==> src/rtl/fetch_unit.sv <==
// Instruction fetch stage: owns the PC, reads a combinational instruction memory and
// buffers {pc, inst} pairs in a small FIFO presented to decode via valid/ready.
module fetch_unit #(
    parameter logic [31:0] RESET_PC = 32'h0000_0000,
    parameter int unsigned DEPTH    = 2,
    parameter int unsigned PTR_W    = 1
) (
    input  logic        clk,
    input  logic        rst,
    output logic [31:0] o_imem_addr,
    input  logic [31:0] i_imem_inst,
    input  logic        i_redirect_valid,
    input  logic [31:0] i_redirect_pc,
    output logic        o_dec_valid,
    input  logic        i_dec_ready,
    output logic [31:0] o_dec_inst,
    output logic [31:0] o_dec_pc,
    output logic [31:0] o_fetch_count
);

    localparam logic [PTR_W:0]   CntFull = (PTR_W + 1)'(DEPTH);
    localparam logic [PTR_W:0]   CntOne  = 1;
    localparam logic [PTR_W-1:0] PtrOne  = 1;

    logic [31:0]      r_pc;
    logic [PTR_W:0]   r_cnt;
    logic [PTR_W-1:0] r_rd_ptr;
    logic [PTR_W-1:0] r_wr_ptr;
    logic [31:0]      r_fetch_count;
    logic [31:0]      r_fifo_inst [DEPTH];
    logic [31:0]      r_fifo_pc   [DEPTH];

    logic w_pop;
    logic w_full;
    logic w_push;

    always_comb begin
        o_dec_valid = (r_cnt != '0);
        w_pop       = o_dec_valid & i_dec_ready;
        w_full      = (r_cnt == CntFull);
        w_push      = rst & ~i_redirect_valid & (~w_full | w_pop);
    end

    always_ff @(posedge clk) begin
        if (!rst) begin
            r_pc          <= RESET_PC;
            r_cnt         <= '0;
            r_rd_ptr      <= '0;
            r_wr_ptr      <= '0;
            r_fetch_count <= '0;
        end else if (i_redirect_valid) begin
            // Flush wins over any concurrent pop; the popped entry is simply dropped.
            r_pc     <= {i_redirect_pc[31:2], 2'b00};
            r_cnt    <= '0;
            r_rd_ptr <= '0;
            r_wr_ptr <= '0;
        end else begin
            if (w_push) begin
                r_wr_ptr      <= r_wr_ptr + PtrOne;
                r_pc          <= r_pc + 32'd4;
                r_fetch_count <= r_fetch_count + 32'd1;
            end
            if (w_pop) begin
                r_rd_ptr <= r_rd_ptr + PtrOne;
            end
            if (w_push && !w_pop) begin
                r_cnt <= r_cnt + CntOne;
            end else if (!w_push && w_pop) begin
                r_cnt <= r_cnt - CntOne;
            end
        end
    end

    // Storage carries no reset; occupancy alone decides what is valid.
    always_ff @(posedge clk) begin
        if (w_push) begin
            r_fifo_inst[r_wr_ptr] <= i_imem_inst;
            r_fifo_pc[r_wr_ptr]   <= r_pc;
        end
    end

    always_comb begin
        o_imem_addr   = {2'b00, r_pc[31:2]};
        o_dec_inst    = r_fifo_inst[r_rd_ptr];
        o_dec_pc      = r_fifo_pc[r_rd_ptr];
        o_fetch_count = r_fetch_count;
    end

endmodule
==> config.mk <==
export PLATFORM = sky130hd
export DESIGN_NAME = fetch_unit
export DESIGN_NICKNAME = d
export VERILOG_FILES = /design/src/rtl/fetch_unit.sv
export SDC_FILE = /design/constraint.sdc
export NUM_CORES = 1
export LEC_CHECK = 0
export CAP_MARGIN = 20
export CORE_MARGIN = 1.5
export CORE_UTILIZATION = 49
export CTS_CLUSTER_SIZE = 25
export DETAILED_ROUTE_END_ITERATION = 8
export PLACE_DENSITY = 0.8
export SLEW_MARGIN = 20
export SYNTH_ARGS = -nofsm -noshare
export SYNTH_HDL_FRONTEND = slang
export SYNTH_SLANG_ARGS = --single-unit
==> constraint.sdc <==
create_clock -name clk -period 5.9 [get_ports clk]
set_input_delay 1.77 -clock clk [delete_from_list [all_inputs] [get_ports clk]]
set_output_delay 1.77 -clock clk [all_outputs]
set_load 0.02 [all_outputs]
==> results by stage, run 1 <==
Cells and area:
- The growth of design area from synthesis to finish is 34.8%.
- Once layout is complete, the cells apart from fillers number 1011.
- 0 antenna diodes ended up in the layout.
- The area of the multi-input gates is between 2000 and 3000 µm².
- Of the cells placed in the final design, the portion with a size suffix greater than 1 is 15.2%.
- After routing the design area is 10600 µm².
- Once layout is complete, the utilization of the core stands at 67.1%.
- The area taken by flip-flops and latches is 5070 µm².
- The filler cell count in the final layout is 1179.
- The number of nets in the final layout is 853.

Timing:
- The transition time at the pin with the least slew margin is 0.819 ns.
- The final cycle utilization of the critical path is 76.0%.
- The count of endpoints failing hold in the final timing report is 0.
- The minimum clock period is about 4.5 ns.
- The final worst hold slack is 0.513 ns.
- Setup violations remaining at the end of the flow were counted as 0.
- The highest achievable clock rate is 223 MHz.
- The clock arrives with 0.00932 ns of skew.
- The worst slew margin relative to its limit is 45.1%.
- The final worst-path setup slack is 1.42 ns.
- In the final timing run, aggregate negative setup slack is 0 ns.
- Setup repair after global routing left no endpoint under its margin.
- The max-slew violation count is 0.

Synth:
- In the synthesized netlist, the cells that appear most often are edfxtp_1, dfxtp_1, mux2_2.
- In this run, synthesis produced a sequential element count of 191.
- The number of warnings reported in the yosys synthesis log is 0.
- The cell count after synthesis came out at 593.
- The synthesized area per cell is 13.2 µm².
- The share of synthesized registers carrying an async set or reset is 0%.
- The dominant synthesized flop cell is edfxtp_1.
- Yosys mapped a number of flops with a built-in enable equal to around 120.
- For this run, the register share of the synthesized area comes to 64.6%.
- Ranked by total cell area, the synthesized netlist is headed by edfxtp_1, dfxtp_1, mux2_2.
- The post-synthesis instance area is between 7000 and 8000 µm².
- The distinct cell type count after synthesis is 51.
- The synthesized design devotes to its leading area cell type a little under half of total area.
- The most frequently used cell type in the post-synthesis netlist is edfxtp_1.
- The cell taking the most area after synthesis is edfxtp_1.

Clock tree:
- Once the clock tree was built, the setup fixing pass inserted 0 buffers.
- The maximum clock insertion buffer count is 2.
- The clock net in this run drives a total of 191 sinks.
- Buffers inserted during clock tree synthesis total 17.
- The clock-pin transition on the worst setup and hold timing paths is 0.07 ns.
- Clock tree synthesis selected as its root buffer the cell clkbuf_16.
- The clock network latency to the later pin of the worst-skew pair is ~0.43 ns.
- The post-cts hold buffer count is 0.
- In this run, post-CTS repair resized a total of 0 instances.
- CTS built an H-tree with a depth of 4.
- The clock tree from TritonCTS is yes.

Critical path:
- The cell with the biggest individual delay on the critical path is dfxtp_2.
- Of all nets on the critical path, the largest fanout is 38.
- The cell family contributing the most delay on the critical path is buffers and inverters.
- The worst setup path is launched from a flop.
- At the worst endpoint, the required time is 4.13 ns.
- The number of buffer and inverter instances along the worst setup path is 2.
- STA classifies the critical path endpoint as a primary output.
- The delay contributed by the slowest stage of the critical path is 0.74 ns.
- The critical path goes through buf_4 -> mux2_2 -> clkdlybuf4s50_1.
- At the worst endpoint, the arrival time is 2.71 ns.
- The start-to-end type of the worst setup path is flop to primary output.

Flow run:
- Max-cap violations in this run came to 0.

Global routing:
- Entering global routing, the biggest net connects 58 pins.
- The total congestion overflow is 0.
- The number of global-route vias before repair is 5585.
- The first global-routing pass estimated 27600 µm of wire.
- The initial antenna violation count came to 0.
- The total track usage is 21.6%.

Routing:
- The detailed-route wire length is 18200 µm.
- The average vias per placed instance is ~5.4.
- The initial detailed-routing violation count is 338.
- The average wire length per cell after detail routing is 18.0 µm.
- The first-pass detailed-route iteration total is 4.
- The DRC violations left is 0.
- The via count is approximately 5500.
- The detail route stage leaves a number of antenna-violating nets equal to 0.

Power:
- The power density over cell area is 279 nW/µm².
- The design draws around 3.0 mW.
- For this design the static power due to leakage is 3.47 nW.
- The peak ir drop on the vdd network is 0.188 mV.

Die:
- The effective utilization at floorplan is 49.7%.
- Row generation in the floorplan step produced 46 rows.
- The vertical die dimension is 130 µm.
- The die covers 16800 µm².
- The die width is 130 µm.
- The floorplan step defined a core boundary enclosing 15800 µm².
- Pin placement for this block handled 197 I/O pins.

Placed design:
- The placed instance count is 978.
- The half-perimeter wire length after placement is around 13000 µm.
- The final RePlAce weighted congestion is 0.803.
- The post-placement worst setup slack is 1.37 ns.
- The post-place instance area is 9940 µm².
- Input and output buffers added on the ports amount to 190.

Worst hold path:
- The min-delay analysis places its worst path in the category flop to flop.

Run status:
- The run finished with clean final reports.
[cells in the final DEF (no fill, tap or decap), drive strengths merged, types with 20 or more instances in the layout]
master | Yosys | layout
nor2 | 36 | 36
nand2 | 28 | 28
nand3 | 28 | 28
edfxtp | 124 | 124
a21oi | 35 | 35
mux2 | 62 | 62
xor2 | 20 | 20
o21ai | 32 | 32
xnor2 | 32 | 32
dfxtp | 67 | 67
clkdlybuf4s50 | 0 | 190
[cells by family after synthesis]
family                     Yosys count  synth area share (%)
DFF                                191                  64.6
and+or+nand+nor                    171                  12.7
AOI/OAI and AO/OA                   78                  5.36
muxes                               62                  8.90
xor gates and xnor gates            52                  5.81
buffers and inverters               35                  2.12
adders and majority gates            3                 0.479
other                                1                0.0478
[metal layers]
metal / GRT usage (%) / share of wire (%)
met1: 24.6 / 39
met2: 38.1 / 50
met3: 6.61 / 8.9
met4: 8.69 / 2.2
met5: 0 / 0
[state kept, by name (all words and copies together), names as in the netlist, named ones only]
| name | count |
|---|---|
| r_cnt | 2 |
| o_fetch_count | 32 |
| r_fifo_pc | 60 |
| r_pc | 30 |
| r_rd_ptr | 1 |
| r_wr_ptr | 1 |
| r_fifo_inst | 64 |
[report_power, final]
| part | switching (mW) | leakage [nW] | total (mW) | internal [mW] |
|---|---|---|---|---|
| Combinational | 0.140 | 1.48 | 0.286 | 0.147 |
| Clock | 0.512 | 0.292 | 1.15 | 0.640 |
| Sequential | 0.0413 | 1.70 | 1.51 | 1.47 |
[worst min-delay path, stage by stage, from the launching register on]
cell,delay (ns)
dfxtp_1,0.32
xor2_1,0.08
nor2_1,0.07
[cell type report]
| class | instances | share of cell area [%] |
|---|---|---|
| repair buffers | 197 | 18.8 |
| flip-flops and latches | 191 | 47.9 |
| clock inverters | 14 | 1.63 |
| clock buffers | 18 | 4.06 |
| multi-input cells | 370 | 24.9 |
| inverters | 5 | 0.177 |
| well taps | 216 | 2.56 |
[final timing paths]
check	slack, ns	depth (start not counted)	start	to
hold / removal	0.51	2	r_rd_ptr	flop
hold reg to reg	0.51	2	r_rd_ptr	flop
setup / recovery	1.42	3	flop	o_dec_pc[13]
setup reg to reg	3.35	5	r_cnt[0]	r_fifo_pc[1][4]
Power figures use the tool's default switching activity.
==> run 2: changes to the inputs <==
clock period = 4.35 ns   (was 5.9 ns; I/O delays follow)
==> run 2 against run 1 <==
Compared with the run above:
- die area stayed put
- sequential cell count stayed put
- utilization down 0.16 points
- first-iteration DRC count shrank 30%
- worst setup slack got worse by 0.73 ns
- critical endpoint is now o_dec_pc[16]
- largest cell class unchanged
==> results by stage, run 2 (same netlist as run 1, synthesis figures left out) <==
Die:
- The placeable core region is 15800 µm² (unchanged).
- The total die area was 16800 µm² (unchanged).
- The effective utilization at floorplan was 49.7% (unchanged).
- The vertical die dimension is 130 µm (unchanged).
- The die width was 130 µm (unchanged).
- The count of boundary I/O pins is 197 (unchanged).
- The number of placement rows is 46 (unchanged).

Routing:
- The length of routed met2 wiring was 8670 µm (-3.8%).
- The average vias per placed instance came to 5.38 (-0.87%).
- The residual antenna-violating net count after detailed routing is 0 (unchanged).
- The average wire length per cell after detail routing was 17.6 µm (-2.5%).
- The met3 wire length is 1660 µm (+3.0%).
- The DRC violations left was 0 (unchanged).
- The detailed-route wire length is 17800 µm (-2.3%).
- The via count is 5451 (-0.67%).
- The wire length on met1 came to 7110 µm (-0.95%).
- The initial detailed-routing violation count is 238 (-30%).
- The top layer reached by signal wires is met4.
- The first-pass detailed-route iteration total is 4 (unchanged).

Timing:
- The clock skew after layout is 0.00917 ns (-0.000145 ns).
- The count of endpoints failing hold in the final timing report is 0 (unchanged).
- The minimum clock period is about 3.7 ns.
- The final worst-path setup slack came to 0.685 ns (-0.732 ns).
- Dividing the final minimum period by the clock period gives 84.3%.
- The max-slew violation count is 0 (unchanged).
- Setup repair after global routing left no endpoint under its margin.
- The worst slew margin relative to its limit is 47.0% (+1.8 points).
- The transition time at the pin with the least slew margin is 0.792 ns (-0.0274 ns).
- The number of endpoints failing setup at the final stage is 0 (unchanged).
- The setup TNS is 0 ns (unchanged).
- The highest achievable clock rate is 273 MHz.

Cells and area:
- The library cell used most frequently in the layout, excluding fill and tap cells, is clkdlybuf4s50_1.
- The total inserted antenna cells is 0 (unchanged).
- More flip-flops sit in one register than any other, and that register is r_fifo_inst.
- The library cells used most frequently in the layout, excluding fill and tap cells, are clkdlybuf4s50_1, edfxtp_1, dfxtp_1.
- The flip-flop count of the largest register after layout is 64 (unchanged).
- The number of nets in the final layout was 855 (+0.23%).
- The fraction of layout cells with a size suffix above 1 is 15.4% (+0.21 points).
- Relative to the synthesized area, the layout overhead comes to 34.5%.

Clock tree:
- The clock net sink count is 191 (unchanged).
- The maximum clock insertion buffer count was 2 (unchanged).
- The root buffer selected by CTS is clkbuf_16.
- The count of buffers added by post-CTS timing repair for setup came to 0 (unchanged).
- The total CTS buffers was 17 (unchanged).
- The clock tree from TritonCTS is yes.
- The post-cts hold buffer count is 0 (unchanged).
- The number of H-tree levels is 4 (unchanged).
- The clock-pin transition on the worst setup and hold timing paths is 0.07 ns (about the same).
- The number of gates resized after cts is 0 (unchanged).
- The clock network latency to the later pin of the worst-skew pair is 0.42 ns (about the same).

Global routing:
- The number of global-route vias before repair was 5375 (-3.8%).
- The initial antenna violation count is 1 (+1).
- The total congestion overflow is 0 (unchanged).
- The total track usage is 21.1% (-0.56 points).
- The first-pass GRT wire length is 27000 µm (-2.3%).
- The maximum number of pins on one net before global-route repair is 63 (+8.6%).

Critical path:
- The highest net fanout along the worst path is 43 (+13%).
- The arrival time reported for the critical path endpoint was 2.36 ns (-0.35 ns).
- The kind of start point of the critical path is a flop.
- The worst setup slack for register-to-register paths is 1.90 ns (-1.45 ns).
- The start-to-end type of the worst setup path is flop to primary output.
- STA classifies the critical path endpoint as a primary output.
- The worst path required time came to 3.04 ns (-1.09 ns).

Placed design:
- The number of buffer cells added on primary ports is 190 (unchanged).
- The post-placement worst setup slack is 0.592 ns (-0.778 ns).
- The final RePlAce weighted congestion is 0.850 (+5.8%).
- The half-perimeter wire length after placement is 12200 µm (-3.0%).

Power:
- The peak ir drop on the vdd network is 0.307 mV (+63%).
- The static leakage power came to 3.46 nW (-0.41%).
- The power density over cell area is 369 nW/µm² (+32%).

Flow run:
- The number of max-cap violations came to 0 (unchanged).

Run status:
- The run finished with clean final reports.

Worst hold path:
- The path category of the worst min-delay check is flop to flop.
## run 2: area by class of cell
cell class	instances	area [µm²]
Timing Repair Buffer	199	2010
Multi-Input combinational cell	370	2630
Fill cell	1149	5220
Clock inverter	14	128
Tap cell	216	270
Clock buffer	18	429
Sequential cell	191	5070
Inverter	5	18.8
## run 2: per-layer routing
metal | vias up | global-route usage, %
li1 | 2582 | -
met1 | 2640 | 24.7
met2 | 207 | 35.6
met3 | 22 | 7.43
met4 | 0 | 8.10
met5 | - | 0
## run 2: report_power, final
| group | leakage, nW | internal, mW | total [mW] | switching [mW] |
|---|---|---|---|---|
| clock | 0.270 | 0.755 | 1.46 | 0.700 |
| sequential | 1.70 | 2.00 | 2.05 | 0.0545 |
| combinational | 1.48 | 0.200 | 0.389 | 0.189 |
## run 2: worst max-delay path, stage by stage (launching register included)
cell             delay [ns]
dfxtp_2                0.65
buf_12                 0.31
mux2_2                 0.37
clkdlybuf4s50_1        0.57
## run 2: worst paths after layout
check                                        from           endpoint  cells after the start
worst max-delay path                         flop       o_dec_pc[16]                      3
worst min-delay path            o_fetch_count[30]  o_fetch_count[30]                      2
worst max register to register   o_fetch_count[2]  o_fetch_count[28]                      5
worst min register to register  o_fetch_count[30]  o_fetch_count[30]                      2
## run 2: metrics by stage
step	hold slack (ns)	cells	total power, mW	util (%)	instance area, µm²
detailed placement	0.499	981	2.48	63.4	9990
finish	0.515	1013	3.90	66.9	10500
CTS	0.512	1013	3.93	66.9	10500
global placement	0.480	981	2.47	63.4	9990
global route	0.531	1013	4.03	66.9	10500
floorplan	0.468	596	2.27	-	7860
==> run 3: changes to the inputs <==
clock period = 3.7 ns   (was 4.35 ns; I/O delays follow)
==> run 3 against run 2 <==
Compared with the run above:
- register-to-register slack got worse by 0.69 ns
- sequential power increased by 18%
- first-iteration DRC count increased by 50%
- final area increased by 0.59%
- global-route usage increased by 1.1 points
- power increased by 20%
- sequential cell count unchanged
- count of clock-buffer cells in the layout decreased by 1
- critical path type unchanged
- critical endpoint is now o_dec_inst[30]
- largest power group unchanged
==> results by stage, run 3 (same netlist as run 1, synthesis figures left out) <==
Timing:
- The clock skew after layout is 0.00894 ns (-0.000230 ns).
- The worst slew margin relative to its limit is 55.0% (+8.0 points).
- Setup repair after global routing left no endpoint under its margin.
- The count of endpoints failing hold in the final timing report came to 0 (unchanged).
- The highest achievable clock rate is 305 MHz.
- The transition time at the pin with the least slew margin is 0.674 ns (-0.118 ns).
- Of the available clock period, the critical path in the final layout requires about nine tenths.
- The max-slew violation count is 0 (unchanged).
- The minimum clock period is about 3.3 ns.
- The final worst-path setup slack is 0.424 ns (-0.261 ns).
- The number of endpoints failing setup at the final stage came to 0 (unchanged).
- The setup TNS is 0 ns (unchanged).

Die:
- The total die area came to 16800 µm² (unchanged).
- The count of boundary I/O pins is 197 (unchanged).
- The effective utilization at floorplan came to 49.7% (unchanged).
- The die width is 130 µm (unchanged).
- The placeable core region was 15800 µm² (unchanged).
- The vertical die dimension is 130 µm (unchanged).
- The number of placement rows is 46 (unchanged).

Critical path:
- The highest net fanout along the worst path came to 37 (-14%).
- The number of buffer and inverter instances along the worst setup path was 2 (unchanged).
- Walking the worst path, the cells encountered are buf_4 -> mux2_2 -> clkdlybuf4s50_1.
- The number of cells on the critical path is 3 (unchanged).
- The cell family contributing the most delay on the critical path is buffers and inverters.
- The worst setup slack for register-to-register paths came to 1.21 ns (-0.69 ns).
- STA classifies the critical path endpoint as a primary output.
- The delay contributed by the slowest stage of the critical path is 0.56 ns (-0.09 ns).
- The cell with the biggest individual delay on the critical path is clkdlybuf4s50_1.
- STA classifies the critical path startpoint as a flop.
- The depth of the most critical reg-to-reg path is 5 (unchanged).
- The worst register-to-register path begins at o_fetch_count[2].
- The capturing point of the worst reg2reg path is o_fetch_count[28].
- The arrival time reported for the critical path endpoint came to 2.17 ns (-0.19 ns).
- The start-to-end type of the worst setup path is flop to primary output.
- The worst path required time is 2.59 ns (-0.45 ns).

Clock tree:
- Clock tree synthesis selected as its root buffer the cell clkbuf_16.
- The count of buffers added by post-CTS timing repair for setup was 0 (unchanged).
- The clock net sink count is 191 (unchanged).
- The post-cts hold buffer count was 0 (unchanged).
- TritonCTS built the clock tree.
- The total CTS buffers is 17 (unchanged).
- The number of H-tree levels is 4 (unchanged).
- The number of gates resized after cts is 0 (unchanged).
- The maximum clock insertion buffer count is 2 (unchanged).
- The clock network latency to the later pin of the worst-skew pair is 0.43 ns (about the same).
- The clock-pin transition on the worst setup and hold timing paths is 0.07 ns (about the same).

Global routing:
- The maximum number of pins on one net before global-route repair is 63 (unchanged).
- The first-pass GRT wire length is 28100 µm (+4.2%).
- The global routing stage identified its most utilized layer as met2.
- The met3 demand-to-capacity share in global routing is 7.80% (+0.37 points).
- The total congestion overflow is 0 (unchanged).
- The met1 usage in global routing is 25.3% (+0.63 points).
- The met2 demand-to-capacity share in global routing came to 38.8% (+3.2 points).
- The total track usage came to 22.1% (+1.1 points).
- The initial antenna violation count is 0 (-1).
- The number of global-route vias before repair came to 5563 (+3.5%).

Cells and area:
- The filler cell count in the final layout was 1129 (-1.7%).
- The core utilization of the finished layout is 67.3% (+0.40 points).
- The flip-flop count of the largest register after layout is 64 (unchanged).
- The register ranked first by flip-flop count is r_fifo_inst.
- The most common library cell in the layout ignoring fill and taps is clkdlybuf4s50_1.
- The fraction of layout cells with a size suffix above 1 is 16.0% (+0.55 points).
- The area taken by flip-flops and latches is 5070 µm² (unchanged).
- The area of the multi-input gates was 2630 µm² (unchanged).
- Leaving out fill and tap cells, the most frequent cells in the layout are clkdlybuf4s50_1, edfxtp_1, dfxtp_1.
- The growth of design area from synthesis to finish is 35.3%.
- The number of nets in the final layout was 860 (+0.58%).

Worst hold path:
- The worst min-delay path endpoint is r_fifo_pc[1][31].
- The startpoint of the tightest hold check path is r_pc[31].
- The min-delay analysis places its worst path in the category flop to flop.
- The number of stages on the worst hold path is 0 (-2).

Routing:
- The average wire length per cell after detail routing is 18.1 µm (+3.4%).
- The first-pass detailed-route iteration total is 4 (unchanged).
- The via count is 5540 (+1.6%).
- The residual antenna-violating net count after detailed routing is 0 (unchanged).
- The DRC violations left was 0 (unchanged).
- The average vias per placed instance is 5.44 (+1.1%).
- The initial detailed-routing violation count is 358 (+50%).
- The detailed-route wire length is 18500 µm (+3.9%).

Power:
- The internal power contribution is 3.55 mW (+20%).
- The combinational cell fraction of total power is 9.9% (about the same).
- The clock group share of total power came to 38.5% (+1.2 points).
- The power density over cell area was 441 nW/µm² (+19%).
- The sequential cell fraction of total power was 51.5% (-1.2 points).
- The peak ir drop on the vdd network is 0.340 mV (+11%).
- The static leakage power is 3.50 nW (+1.1%).
- The net switching power figure came to 1.13 mW (+20%).
- The net switching share of the total power was 24.2% (-0.043 points).
- The post-layout total power came to 4.68 mW (+20%).

Placed design:
- The final RePlAce weighted congestion is 0.856 (+0.77%).
- The post-placement worst setup slack is 0.390 ns (-0.202 ns).
- The number of buffer cells added on primary ports is 190 (unchanged).
- The half-perimeter wire length after placement is 12700 µm (+4.8%).

Run status:
- The run finished with clean final reports.

Flow run:
- The number of max-cap violations is 0 (unchanged).
-- run 3: cell type report --
class                           instances  share of cell area, %
Antenna cell                            1                 0.0236
Tap cell                              216                   2.55
Multi-Input combinational cell        370                   24.8
Sequential cell                       191                   47.7
Clock inverter                         14                   1.57
Clock buffer                           17                   4.01
Timing Repair Buffer                  204                   19.1
Inverter                                5                  0.177
-- run 3: power groups by stage --
stage	combinational, mW	clock (mW)	sequential (mW)
4_1_cts	0.467	1.83	2.41
5_1_grt	0.493	1.92	2.42
3_5_place_dp	0.464	0	2.46
3_3_place_gp	0.455	0	2.45
2_1_floorplan	0.200	0	2.47
6_report	0.464	1.80	2.41
-- run 3: worst max-delay path by stage --
stage	to	slack, ns
after floorplan	r_fifo_inst[1][0]	0.62
after global placement	r_cnt[1]	0.47
after detailed placement	r_cnt[1]	0.39
after CTS	o_dec_inst[30]	0.40
after global routing	o_dec_pc[18]	0.33
final	o_dec_inst[30]	0.42
-- run 3: per-stage QoR --
stage | instances | area (µm²) | hold slack (ns)
floorplan | 596 | 7860 | 0.468
global placement | 986 | 10000 | 0.479
detailed placement | 986 | 10000 | 0.477
CTS | 1017 | 10600 | 0.501
global route | 1017 | 10600 | 0.535
finish | 1018 | 10600 | 0.509
-- run 3: routing by layer --
| metal | up-vias | share of wire, % |
|---|---|---|
| li1 | 2602 | - |
| met1 | 2709 | 39 |
| met2 | 211 | 51 |
| met3 | 18 | 8.7 |
| met4 | 0 | 1.2 |
| met5 | - | 0 |
